$ cat src/rtl/prog_lut_pkg.sv
// prog_lut_pkg: shared types and constants for the programmable LUT.
// Holds the loader state enum, input-count limit and default table.
package prog_lut_pkg;

  localparam int N_IN_MAX = 6;

  localparam logic [15:0] DEFAULT_TABLE_4 = 16'hC1E1;

  typedef enum logic [1:0] {
    ST_RUN,
    ST_LOAD,
    ST_CHECK,
    ST_COMMIT
  } lut_state_e;

endpackage

$ cat src/rtl/lut_cfg_loader.sv
// lut_cfg_loader: serial table loader (shadow reg, bit counter, FSM).
// In: clk, rst_n, cfg_start/valid/bit. Out: cfg_ready/done/err,
// commit (copy strobe), shadow (staged table). Macro: LUT_PARITY_EN.
module lut_cfg_loader
  import prog_lut_pkg::*;
#(
  parameter int N_IN = 4
) (
  input  logic                 clk,
  input  logic                 rst_n,
  input  logic                 cfg_start,
  input  logic                 cfg_valid,
  input  logic                 cfg_bit,
  output logic                 cfg_ready,
  output logic                 cfg_done,
  output logic                 cfg_err,
  output logic                 commit,
  output logic [2**N_IN-1:0]   shadow
);

  localparam int W  = 2**N_IN;
  localparam int CW = N_IN + 1;

  lut_state_e      state;
  lut_state_e      state_nx;
  logic [CW-1:0]   cnt;
  logic [CW-1:0]   cnt_nx;
  logic [W-1:0]    shadow_nx;
  logic            xfer;
  logic            last;

  assign cfg_ready = (state == ST_LOAD) || (state == ST_CHECK);
  assign xfer      = cfg_valid && cfg_ready;
  assign last      = (cnt == CW'(W - 1));
  assign commit    = (state == ST_COMMIT);
  assign cfg_done  = commit;

`ifdef LUT_PARITY_EN
  logic err_nx;
  logic err_q;
  assign cfg_err = err_q;
`else
  assign cfg_err = 1'b0;
`endif

  always_comb begin
    state_nx  = state;
    cnt_nx    = cnt;
    shadow_nx = shadow;
`ifdef LUT_PARITY_EN
    err_nx    = 1'b0;
`endif
    unique case (state)
      ST_RUN: begin
        if (cfg_start) begin
          state_nx  = ST_LOAD;
          cnt_nx    = '0;
          shadow_nx = '0;
        end
      end
      ST_LOAD: begin
        if (cfg_start) begin
          cnt_nx    = '0;
          shadow_nx = '0;
        end else if (xfer) begin
          // LSB-first: bit 0 ends at shadow[0] after W shifts
          shadow_nx = {cfg_bit, shadow[W-1:1]};
          cnt_nx    = cnt + 1'b1;
          if (last) begin
`ifdef LUT_PARITY_EN
            state_nx = ST_CHECK;
`else
            state_nx = ST_COMMIT;
`endif
          end
        end
      end
`ifdef LUT_PARITY_EN
      ST_CHECK: begin
        if (cfg_start) begin
          state_nx  = ST_LOAD;
          cnt_nx    = '0;
          shadow_nx = '0;
        end else if (xfer) begin
          // even parity over table plus parity bit
          if (^{shadow, cfg_bit}) begin
            err_nx   = 1'b1;
            state_nx = ST_RUN;
          end else begin
            state_nx = ST_COMMIT;
          end
        end
      end
`endif
      ST_COMMIT: begin
        if (cfg_start) begin
          state_nx  = ST_LOAD;
          cnt_nx    = '0;
          shadow_nx = '0;
        end else begin
          state_nx = ST_RUN;
        end
      end
      default: state_nx = ST_RUN;
    endcase
  end

  always_ff @(posedge clk or negedge rst_n) begin
    if (!rst_n) begin
      state  <= ST_RUN;
      cnt    <= '0;
      shadow <= '0;
    end else begin
      state  <= state_nx;
      cnt    <= cnt_nx;
      shadow <= shadow_nx;
    end
  end

`ifdef LUT_PARITY_EN
  always_ff @(posedge clk or negedge rst_n) begin
    if (!rst_n) begin
      err_q <= 1'b0;
    end else begin
      err_q <= err_nx;
    end
  end
`endif

endmodule

$ cat src/rtl/prog_lut_eval.sv
// prog_lut_eval: N_IN-input LUT with double-buffered serial reload.
// In: clk, rst_n, in_valid/in_vec, cfg_*. Out: out_valid/out_bit,
// cfg_ready/done/err. Optional parity check: LUT_PARITY_EN.
module prog_lut_eval
  import prog_lut_pkg::*;
#(
  parameter int                N_IN       = 4,
  parameter logic [2**N_IN-1:0] INIT_TABLE = DEFAULT_TABLE_4
) (
  input  logic            clk,
  input  logic            rst_n,
  input  logic            in_valid,
  input  logic [N_IN-1:0] in_vec,
  output logic            out_valid,
  output logic            out_bit,
  input  logic            cfg_start,
  input  logic            cfg_valid,
  input  logic            cfg_bit,
  output logic            cfg_ready,
  output logic            cfg_done,
  output logic            cfg_err
);

  logic [2**N_IN-1:0] active;
  logic [2**N_IN-1:0] shadow;
  logic               commit;

  lut_cfg_loader #(
    .N_IN (N_IN)
  ) u_loader (
    .clk       (clk),
    .rst_n     (rst_n),
    .cfg_start (cfg_start),
    .cfg_valid (cfg_valid),
    .cfg_bit   (cfg_bit),
    .cfg_ready (cfg_ready),
    .cfg_done  (cfg_done),
    .cfg_err   (cfg_err),
    .commit    (commit),
    .shadow    (shadow)
  );

  // lookups in the commit cycle still see the old table
  always_ff @(posedge clk or negedge rst_n) begin
    if (!rst_n) begin
      active <= INIT_TABLE;
    end else if (commit) begin
      active <= shadow;
    end
  end

  always_ff @(posedge clk or negedge rst_n) begin
    if (!rst_n) begin
      out_valid <= 1'b0;
      out_bit   <= 1'b0;
    end else begin
      out_valid <= in_valid;
      if (in_valid) begin
        out_bit <= active[in_vec];
      end
    end
  end

endmodule

$ cat config.mk
export PLATFORM = sky130hd
export DESIGN_NAME = prog_lut_eval
export DESIGN_NICKNAME = d
export VERILOG_FILES = /design/src/rtl/prog_lut_pkg.sv /design/src/rtl/lut_cfg_loader.sv /design/src/rtl/prog_lut_eval.sv
export SDC_FILE = /design/constraint.sdc
export NUM_CORES = 1
export LEC_CHECK = 0
export CORE_ASPECT_RATIO = 1.1
export CORE_UTILIZATION = 60
export DETAILED_ROUTE_END_ITERATION = 12
export DONT_BUFFER_PORTS = 1
export GPL_ROUTABILITY_DRIVEN = 0
export PLACE_DENSITY = 0.87
export SYNTH_ARGS = -nofsm -noshare
export SYNTH_HDL_FRONTEND = slang
export SYNTH_HIERARCHICAL = 1
export SYNTH_SLANG_ARGS = --single-unit
export TNS_END_PERCENT = 20
$ cat constraint.sdc
create_clock -name clk -period 1.9 [get_ports clk]
set_input_delay 0.19 -clock clk [delete_from_list [all_inputs] [get_ports clk]]
set_output_delay 0.19 -clock clk [all_outputs]
set_load 0.02 [all_outputs]
# After elaboration in Yosys (flattened, before gate mapping)
# Cells that the tools add are included.
[totals] ff_bits=41 latchBits=0 ramBits=0 rom_bits=0 input_bits=10 out_inout_bits=5 elab_cells=41 mem_count=0
[op_classes] addsub=1 n_mul=0 div=0 n_lt_le_gt_ge=1 n_eq_ne=10 n_shift=0 muxes=16 bitwise_logic=0 reduce_logical=7
[op_table] operator="16-bit 2-to-1 mux" count=3
[op_table] operator="16-bit one-hot mux with 2 select lines" count=1
[op_table] operator="5-bit 2-to-1 mux" count=3
[op_table] operator="5-bit one-hot mux with 2 select lines" count=1
[op_table] operator="2-bit 2-to-1 mux" count=4
[op_table] operator="2-bit by 1-bit inequality test with 1-bit output (second input constant)" count=3
[op_table] operator="2-bit one-hot mux with 3 select lines" count=1
[op_table] operator="5-bit by 1-bit adder with 5-bit output (second input constant)" count=1
[op_table] operator="5-bit by 4-bit == test with 1-bit output (second input constant)" count=1
[op_table] operator="4-bit by 5-bit < comparator with 1-bit output (second input constant)" count=1
[op_table] operator="1-bit binary-select mux with 4-bit select" count=1
[op_table] operator="2-bit == test (second input constant)" count=2
[op_table] operator="2-bit inequality test (second input constant)" count=2
[op_table] operator="4-bit AND reduction" count=1
[op_table] operator="3-bit by 2-bit inequality test with 1-bit output (second input constant)" count=1
[op_table] operator="3-bit AND reduction" count=1
[op_table] operator="2-bit by 1-bit == test with 1-bit output (second input constant)" count=1
[op_table] operator="2-bit logical NOT" count=1
[op_table] operator="1-bit 2-to-1 mux" count=2
[op_table] operator="2-bit nonzero test" count=1
[op_table] operator="2-bit OR reduction" count=1
[op_table] operator="1-bit logical AND" count=1
[op_table] operator="1-bit logical OR" count=1

# Depth between registers and ports, before layout
# Gate-level depths: netlist of the first run.
[logic_depth] ltp_word=6 mapped_depth=7 ltp_nobuf=6

# Modules after synthesis
# The synthesis of the first run kept the hierarchy.
[modules_own_cells] mod="lut_cfg_loader" n_inst=1 cells_per_inst=84 area_each_um2=1086.0 seq_area_each_um2=575.6
[modules_own_cells] mod="prog_lut_eval" n_inst=1 cells_per_inst=44 area_each_um2=798.3 seq_area_each_um2=459.2

# Worst setup path after synthesis of the first run
# Ideal clock, no wire load.
[synth_timing] kind="reg-to-reg" from="register u_loader.state[0]" to="register active[10]" setup_time_ns=0.125 arrival_time_ns=1.647 required_time_ns=1.775 slack_ns=0.129 path_stages_with_launch=6 path_buffers=3 synth_period_minus_slack_ns=1.771 cell_sequence="dfrtp_1 -> ha_1 -> buf_4 -> clkbuf_1 -> buf_2 -> mux2_2"
[synth_via] elab_chain_len=1
[synth_lines] element="start, declared" line_no="lut_cfg_loader.sv:24" rtl="lut_state_e state;"
[synth_lines] element="start signal, assigned" line_no="lut_cfg_loader.sv:114" rtl="state <= state_nx;"
[synth_lines] element="2-bit == test" line_no="lut_cfg_loader.sv:35" rtl="assign commit = (state == ST_COMMIT);"
[synth_lines] element="via cfg_done" line_no="prog_lut_eval.sv:20" rtl="output logic cfg_done,"
[synth_lines] element="end signal, assigned" line_no="prog_lut_eval.sv:48" rtl="active <= shadow;"
[synth_lines] element="end, declared" line_no="prog_lut_eval.sv:24" rtl="logic [2**N_IN-1:0] active;"
# The timed path passes the listed nets, and every way through them passes these cells.
# A chain may end at the register's enable or synchronous reset.

# Worst setup path after layout of the first run
[layout_timing] from="register u_loader.state[0]" to="register u_loader.shadow[13]"
[layout_via] elab_chain_len=5 word_cells_on_any_way=12 classes_between="eq/ne: 5; mux: 1; reduce/logical: 6"
[layout_lines] element="2-bit by 1-bit == test with 1-bit output or 2-bit == test (tied branches)" line_no="lut_cfg_loader.sv:32, lut_cfg_loader.sv:53"
[layout_lines] element="1-bit logical OR" line_no="lut_cfg_loader.sv:32" rtl="assign cfg_ready = (state == ST_LOAD) || (state == ST_CHECK);"
[layout_lines] element="1-bit logical AND" line_no="lut_cfg_loader.sv:33" rtl="assign xfer = cfg_valid && cfg_ready;"
[layout_lines] element="3-bit by 2-bit inequality test with 1-bit output (no source line)"
[layout_lines] element="3-bit AND reduction (no source line)"
[layout_lines] element="end signal, assigned" line_no="lut_cfg_loader.sv:116" rtl="shadow <= shadow_nx;"
[layout_lines] element="end, declared" line_no="lut_cfg_loader.sv:18" rtl="output logic [2**N_IN-1:0] shadow"
# Several ways; a longest one is shown, not always the timed one.

==> impl_metrics.yaml, run 1 <==
route:
  drt-pass1-iter-count: 4
  drt_wl_total_um: 3420
  drc: 0
  wl_per_cell_um: 20.2
  ant_nets: 0
  drt_iter0_drc: 25
  viasPerCell: 6.49
  vias: 1097
sta:
  setup_violations: 0
  drv_slew: 0
  setup_ws_ns: 0.109
  hold_viol: 0
  rsz0062_at_grt: "no"
  tns_ns: 0
  skew_ns: 0.0140
  slew_headroom_pct: 64.1
  period_share_pct: 94.2
  fin_hold_ws_ns: 0.0906
  max_freq_ghz: 0.558
  min_period_ns: 1.79
  worst_pin_slew_ns: 0.539
die:
  die-area_sq_um: 3370
  core.rowCount: 20
  initial_core_util_pct: 65.5
  die_width_um: 55.4
  die_h_um: 60.8
  core-area_sq_um: 2880
  ios: 15
place:
  dp_cells: 156
  hpwl_um: 2260
  port_buffers: 0
  place_ws_ns: 0.0201
  placed_area_sq_um: 1890
synthesis:
  synthCells: 128
  synth_cell_type_count: 38
  ys_seq_area_share_pct: 54.9
  syn_area_sq_um: 1880
  yosys_warnings: 6
  ys_ff_latch: 41
  synth_area_per_cell_sq_um: 14.7
  syn_nets: 144
clock_network:
  cts_tree: "built"
  clock_latency_ns: 0.35
  clkTransAtPathRegs_ns: 0.12
  cts_buffers: 5
  cts.root.buffer_cell: "clkbuf_4"
  post_cts_buffers: 0
  h-tree-depth: 2
  cts_sinks: 41
  clockBufferDepth: 2
critical_path:
  r2r_slack_ns: 0.11
  critical_path_required_ns: 2.19
  worst-path-max-fanout: 19
  cp-end-kind: "flip-flop"
  cp-start-kind: "flip-flop"
  cp.arrival_ns: 2.08
  crit_type: "flip-flop to flip-flop"
outcome:
  status: "complete, no violations"
job:
  maxCapViolCount: 0
global_routing:
  gr-usage-all-layers_pct: 23.4
  gr-total-overflow: 0
  grt_start_max_net_pins: 42
  antenna_found_initial: 0
  grt_pass1_vias: 1190
  grt_pass1_wl_um: 5730
cells_and_area:
  final_cell_count_no_fill: 169
  postLayoutCellArea_sq_um: 2000
  layout_common_cells: "dfrtp_1 (34), a22o_1 (18), mux2_2 (16)"
  n_fill_cell: 203
  area_delta_synth_final_pct: 6.37
  layout.nets: 151
  insertedDiodeCount: 0
  final_util_pct: 69.7
  layout-drive-gt1-share_pct: 30.9
  final_common_cell: "dfrtp_1"
power:
  power.leakage_nw: 0.973
  peakVddDrop_mv: 0.746
  p_per_area_nw_per_um2: 852
  p_total_mw: 1.71
min_path:
  holdCritPathClass: "input pin to flip-flop"
==> cells in the mapped netlist, drive strengths merged <==
master / n / share of area (%)
nand2: 1 / 0.20
and3: 3 / 1.1
and4b: 1 / 0.53
clkbuf: 1 / 0.20
nor2b: 2 / 0.80
mux4: 4 / 5.6
o21ai: 2 / 0.53
o311ai: 1 / 0.46
nand4b: 1 / 0.46
inv: 6 / 1.2
mux2: 17 / 10
a211o: 1 / 0.46
a21oi: 1 / 0.27
a31oi: 1 / 1.1
a2111o: 1 / 0.60
nor3: 2 / 0.53
dfstp: 7 / 9.8
dfrtp: 34 / 45
xnor2: 1 / 0.46
nand3: 1 / 0.27
conb: 1 / 0.20
ha: 6 / 4.0
a22o: 19 / 8.9
mux2i: 3 / 1.6
o21a: 1 / 0.40
buf: 6 / 3.1
nand4: 1 / 0.33
a211oi: 1 / 0.40
nand2b: 2 / 1.1
==> per-layer routing <==
metal	global-route usage [%]	vias to the layer above	routed length, um
li1	-	493	-
met1	26.1	554	1410
met2	40.6	36	1730
met3	7.89	14	180
met4	12.9	0	101
met5	0	-	0
==> cell families (layout without fill, tap and decap cells) <==
logic type	after synthesis	in the layout	share of synthesized area [%]
xor gates and xnor gates	1	1	0.465
and+or+nand+nor	14	14	5.31
AOI/OAI and AO/OA	28	28	13.1
buffers and inverters	13	21	4.45
DFF	41	41	54.9
adders and majority gates	6	6	3.98
muxes	24	24	17.5
other	1	1	0.199
==> worst paths after layout <==
path,startpoint,endpoint,cells past startpoint
setup / recovery,u_loader/state[0]$_DFFE_PN0P_,u_loader/shadow[13]$_DFFE_PN0P_,4
hold / removal,cfg_start,u_loader/cnt[2]$_DFFE_PN0P_,3
setup reg to reg,u_loader/state[0]$_DFFE_PN0P_,u_loader/shadow[13]$_DFFE_PN0P_,4
hold reg to reg,active[2]$_DFFE_PN0P_,active[2]$_DFFE_PN0P_,1
max in group asynchronous,rst_n,active[15]$_DFFE_PN1P_,2
min in group asynchronous,rst_n,u_loader/cnt[4]$_DFFE_PN0P_,2
==> final cells by class <==
cell class	count	area, sq um	share of cell area, %
clock buffers	6	41.3	2.06
clock inverters	2	10.0	0.499
inverters	6	22.5	1.12
multi-input cells	74	767	38.3
flip-flops and latches	41	1030	51.6
well taps	33	41.3	2.06
repair buffers	7	87.6	4.37
==> power by group <==
group / switching, mW / internal (mW) / total, mW
Sequential: 0.0432 / 0.912 / 0.955
Clock: 0.274 / 0.141 / 0.415
Combinational: 0.215 / 0.124 / 0.338
Total: 0.532 / 1.18 / 1.71
==> state kept, by name, indices dropped and copies added (netlist names) <==
name,count
active,16
out_bit,1
out_valid,1
u_loader/cnt,5
u_loader/shadow,16
u_loader/state,2
==> worst max-delay path, stage by stage, from the launching register on <==
cell,delay (ns)
dfrtp_1,0.42
inv_1,0.09
ha_1,0.46
and4b_2,0.52
a22o_1,0.23
==> timing repair <==
action,in CTS,in global routing
hold buffers,5,0
resized for setup,1,0
endpoints found under the hold margin,45,0
setup endpoints to repair,14,0
No activity file was read; power rests on OpenSTA's default activity.
==> run 2: changes to the inputs <==
--- a/config.mk
+++ b/config.mk
@@ -10,6 +10,7 @@
 export DETAILED_ROUTE_END_ITERATION = 12
 export DONT_BUFFER_PORTS = 1
 export GPL_ROUTABILITY_DRIVEN = 0
+export GPL_TIMING_DRIVEN = 1
 export PLACE_DENSITY = 0.87
 export SYNTH_ARGS = -nofsm -noshare
 export SYNTH_HDL_FRONTEND = slang
==> results of run 2 <==
Final layout, timing and power as in run 1 (identical DEF).
==> run 3: changes to the inputs <==
--- a/config.mk
+++ b/config.mk
@@ -11,6 +11,7 @@
 export DONT_BUFFER_PORTS = 1
 export GPL_ROUTABILITY_DRIVEN = 0
 export GPL_TIMING_DRIVEN = 1
+export HOLD_SLACK_MARGIN = 0.15
 export PLACE_DENSITY = 0.87
 export SYNTH_ARGS = -nofsm -noshare
 export SYNTH_HDL_FRONTEND = slang
==> run 3 against run 2 <==
Effect of this change: core utilization increased by 0.35 points; clock skew decreased by 0.00086 ns; clock-buffer cell count unchanged; wire length increased by 1.4%; combinational power increased by 1%; power increased by 0.17%; final cell count increased by 0.59%; register-to-register slack about the same; die area unchanged.
==> impl_metrics.yaml, run 3 (synthesis gave the netlist of run 1 again) <==
critical_path:
  critical_path_required_ns: 2.17
  crit_type: "flip-flop to flip-flop"
  cp-end-kind: "flip-flop"
  cp.arrival_ns: 2.07
  cp-start-kind: "flip-flop"
  r2r_slack_ns: 0.1
  worst-path-max-fanout: 8
sta:
  max_freq_ghz: 0.555
  slew_headroom_pct: 65.1
  worst_pin_slew_ns: 0.524
  setup_ws_ns: 0.0982
  skew_ns: 0.0131
  period_share_pct: 94.8
  setup_violations: 0
  rsz0062_at_grt: "no"
  tns_ns: 0
  min_period_ns: 1.80
  fin_hold_ws_ns: 0.184
  drv_slew: 0
  hold_viol: 0
clock_network:
  cts_sinks: 41
  clockBufferDepth: 2
  cts.root.buffer_cell: "clkbuf_4"
  post_cts_buffers: 0
  h-tree-depth: 2
  clock_latency_ns: 0.35
  cts_buffers: 5
  clkTransAtPathRegs_ns: 0.12
  cts_tree: "built"
cells_and_area:
  layout-drive-gt1-share_pct: 30.7
  top_regs: "active: 16 flops, u_loader/shadow: 16 flops, u_loader/cnt: 5 flops"
  insertedDiodeCount: 0
  area_delta_synth_final_pct: 6.91
  final_common_cell: "dfrtp_1"
  regArea_sq_um: 1030
  final_cell_count_no_fill: 170
  n_fill_cell: 199
  layout.nets: 152
  multiInputGateArea_sq_um: 767
  layout_common_cells: "dfrtp_1 (34), a22o_1 (18), mux2_2 (16)"
route:
  drt-pass1-iter-count: 4
  drc: 0
  vias: 1122
  wl_per_cell_um: 20.4
  drt_wl_total_um: 3470
  drt_iter0_drc: 19
  ant_nets: 0
  viasPerCell: 6.60
die:
  initial_core_util_pct: 65.5
  die_width_um: 55.4
  die-area_sq_um: 3370
  core-area_sq_um: 2880
  die_h_um: 60.8
  core.rowCount: 20
  ios: 15
power:
  power.leakage_nw: 0.977
  p_per_area_nw_per_um2: 850
  peakVddDrop_mv: 0.750
job:
  maxCapViolCount: 0
global_routing:
  gr-total-overflow: 0
  grt_start_max_net_pins: 42
  grt_pass1_vias: 1193
  antenna_found_initial: 0
  gr-usage-all-layers_pct: 23.6
  grt_pass1_wl_um: 5780
place:
  port_buffers: 0
  hpwl_um: 2260
  place_ws_ns: 0.0201
  dp_cells: 156
min_path:
  holdCritPathClass: "input pin to flip-flop"
outcome:
  status: "complete, no violations"
## run 3: cell type report
type,count,share of cell area (%)
flip-flops and latches,41,51.4
multi-input cells,74,38.1
repair buffers,8,4.84
clock buffers,6,2.05
well taps,33,2.05
inverters,6,1.12
clock inverters,2,0.497
## run 3: per-layer routing
metal	global-route usage (%)	vias up	wire length [um]
met1	26.1	567	1410
met4	12.9	0	91
li1	-	495	-
met2	41.5	48	1770
met3	7.89	12	196
met5	0	-	0
## run 3: worst max-delay path, cell delays in order, from the launching register on
cell and delay, ns:
dfrtp_1 0.42, inv_1 0.10, ha_1 0.46, nand4b_1 0.20, a2111o_1 0.44, o21ai_0 0.09
## run 3: repair_timing
item | CTS | global route
gates resized for setup | 1 | 0
setup endpoints to repair | 14 | 0
hold buffers | 6 | 0
endpoints found under the hold margin | 47 | 0
## run 3: stage by stage
step | total power, mW | cell area, sq um | util, %
after global placement | 1.24 | 1890 | 65.7
after detailed placement | 1.27 | 1890 | 65.7
final | 1.71 | 2010 | 70.0
after floorplan | 1.24 | 1880 | -
after global routing | 1.78 | 2010 | 70.0
after CTS | 1.72 | 2010 | 70.0
## run 3: power breakdown
| group | total, mW | internal, mW | switching (mW) |
|---|---|---|---|
| clock | 0.413 | 0.141 | 0.272 |
| combinational | 0.342 | 0.125 | 0.217 |
| sequential | 0.956 | 0.912 | 0.0445 |
| total | 1.71 | 1.18 | 0.534 |
## run 3: path summary, 6_finish.rpt
kind / to / from / depth (start not counted)
setup / recovery: u_loader/state[0]$_DFFE_PN0P_ / u_loader/state[0]$_DFFE_PN0P_ / 5
hold / removal: u_loader/state[1]$_DFFE_PN0P_ / cfg_valid / 3
setup reg to reg: u_loader/state[0]$_DFFE_PN0P_ / u_loader/state[0]$_DFFE_PN0P_ / 5
hold reg to reg: active[2]$_DFFE_PN0P_ / active[2]$_DFFE_PN0P_ / 1
max in group asynchronous: active[15]$_DFFE_PN1P_ / rst_n / 2
min in group asynchronous: u_loader/cnt[4]$_DFFE_PN0P_ / rst_n / 2
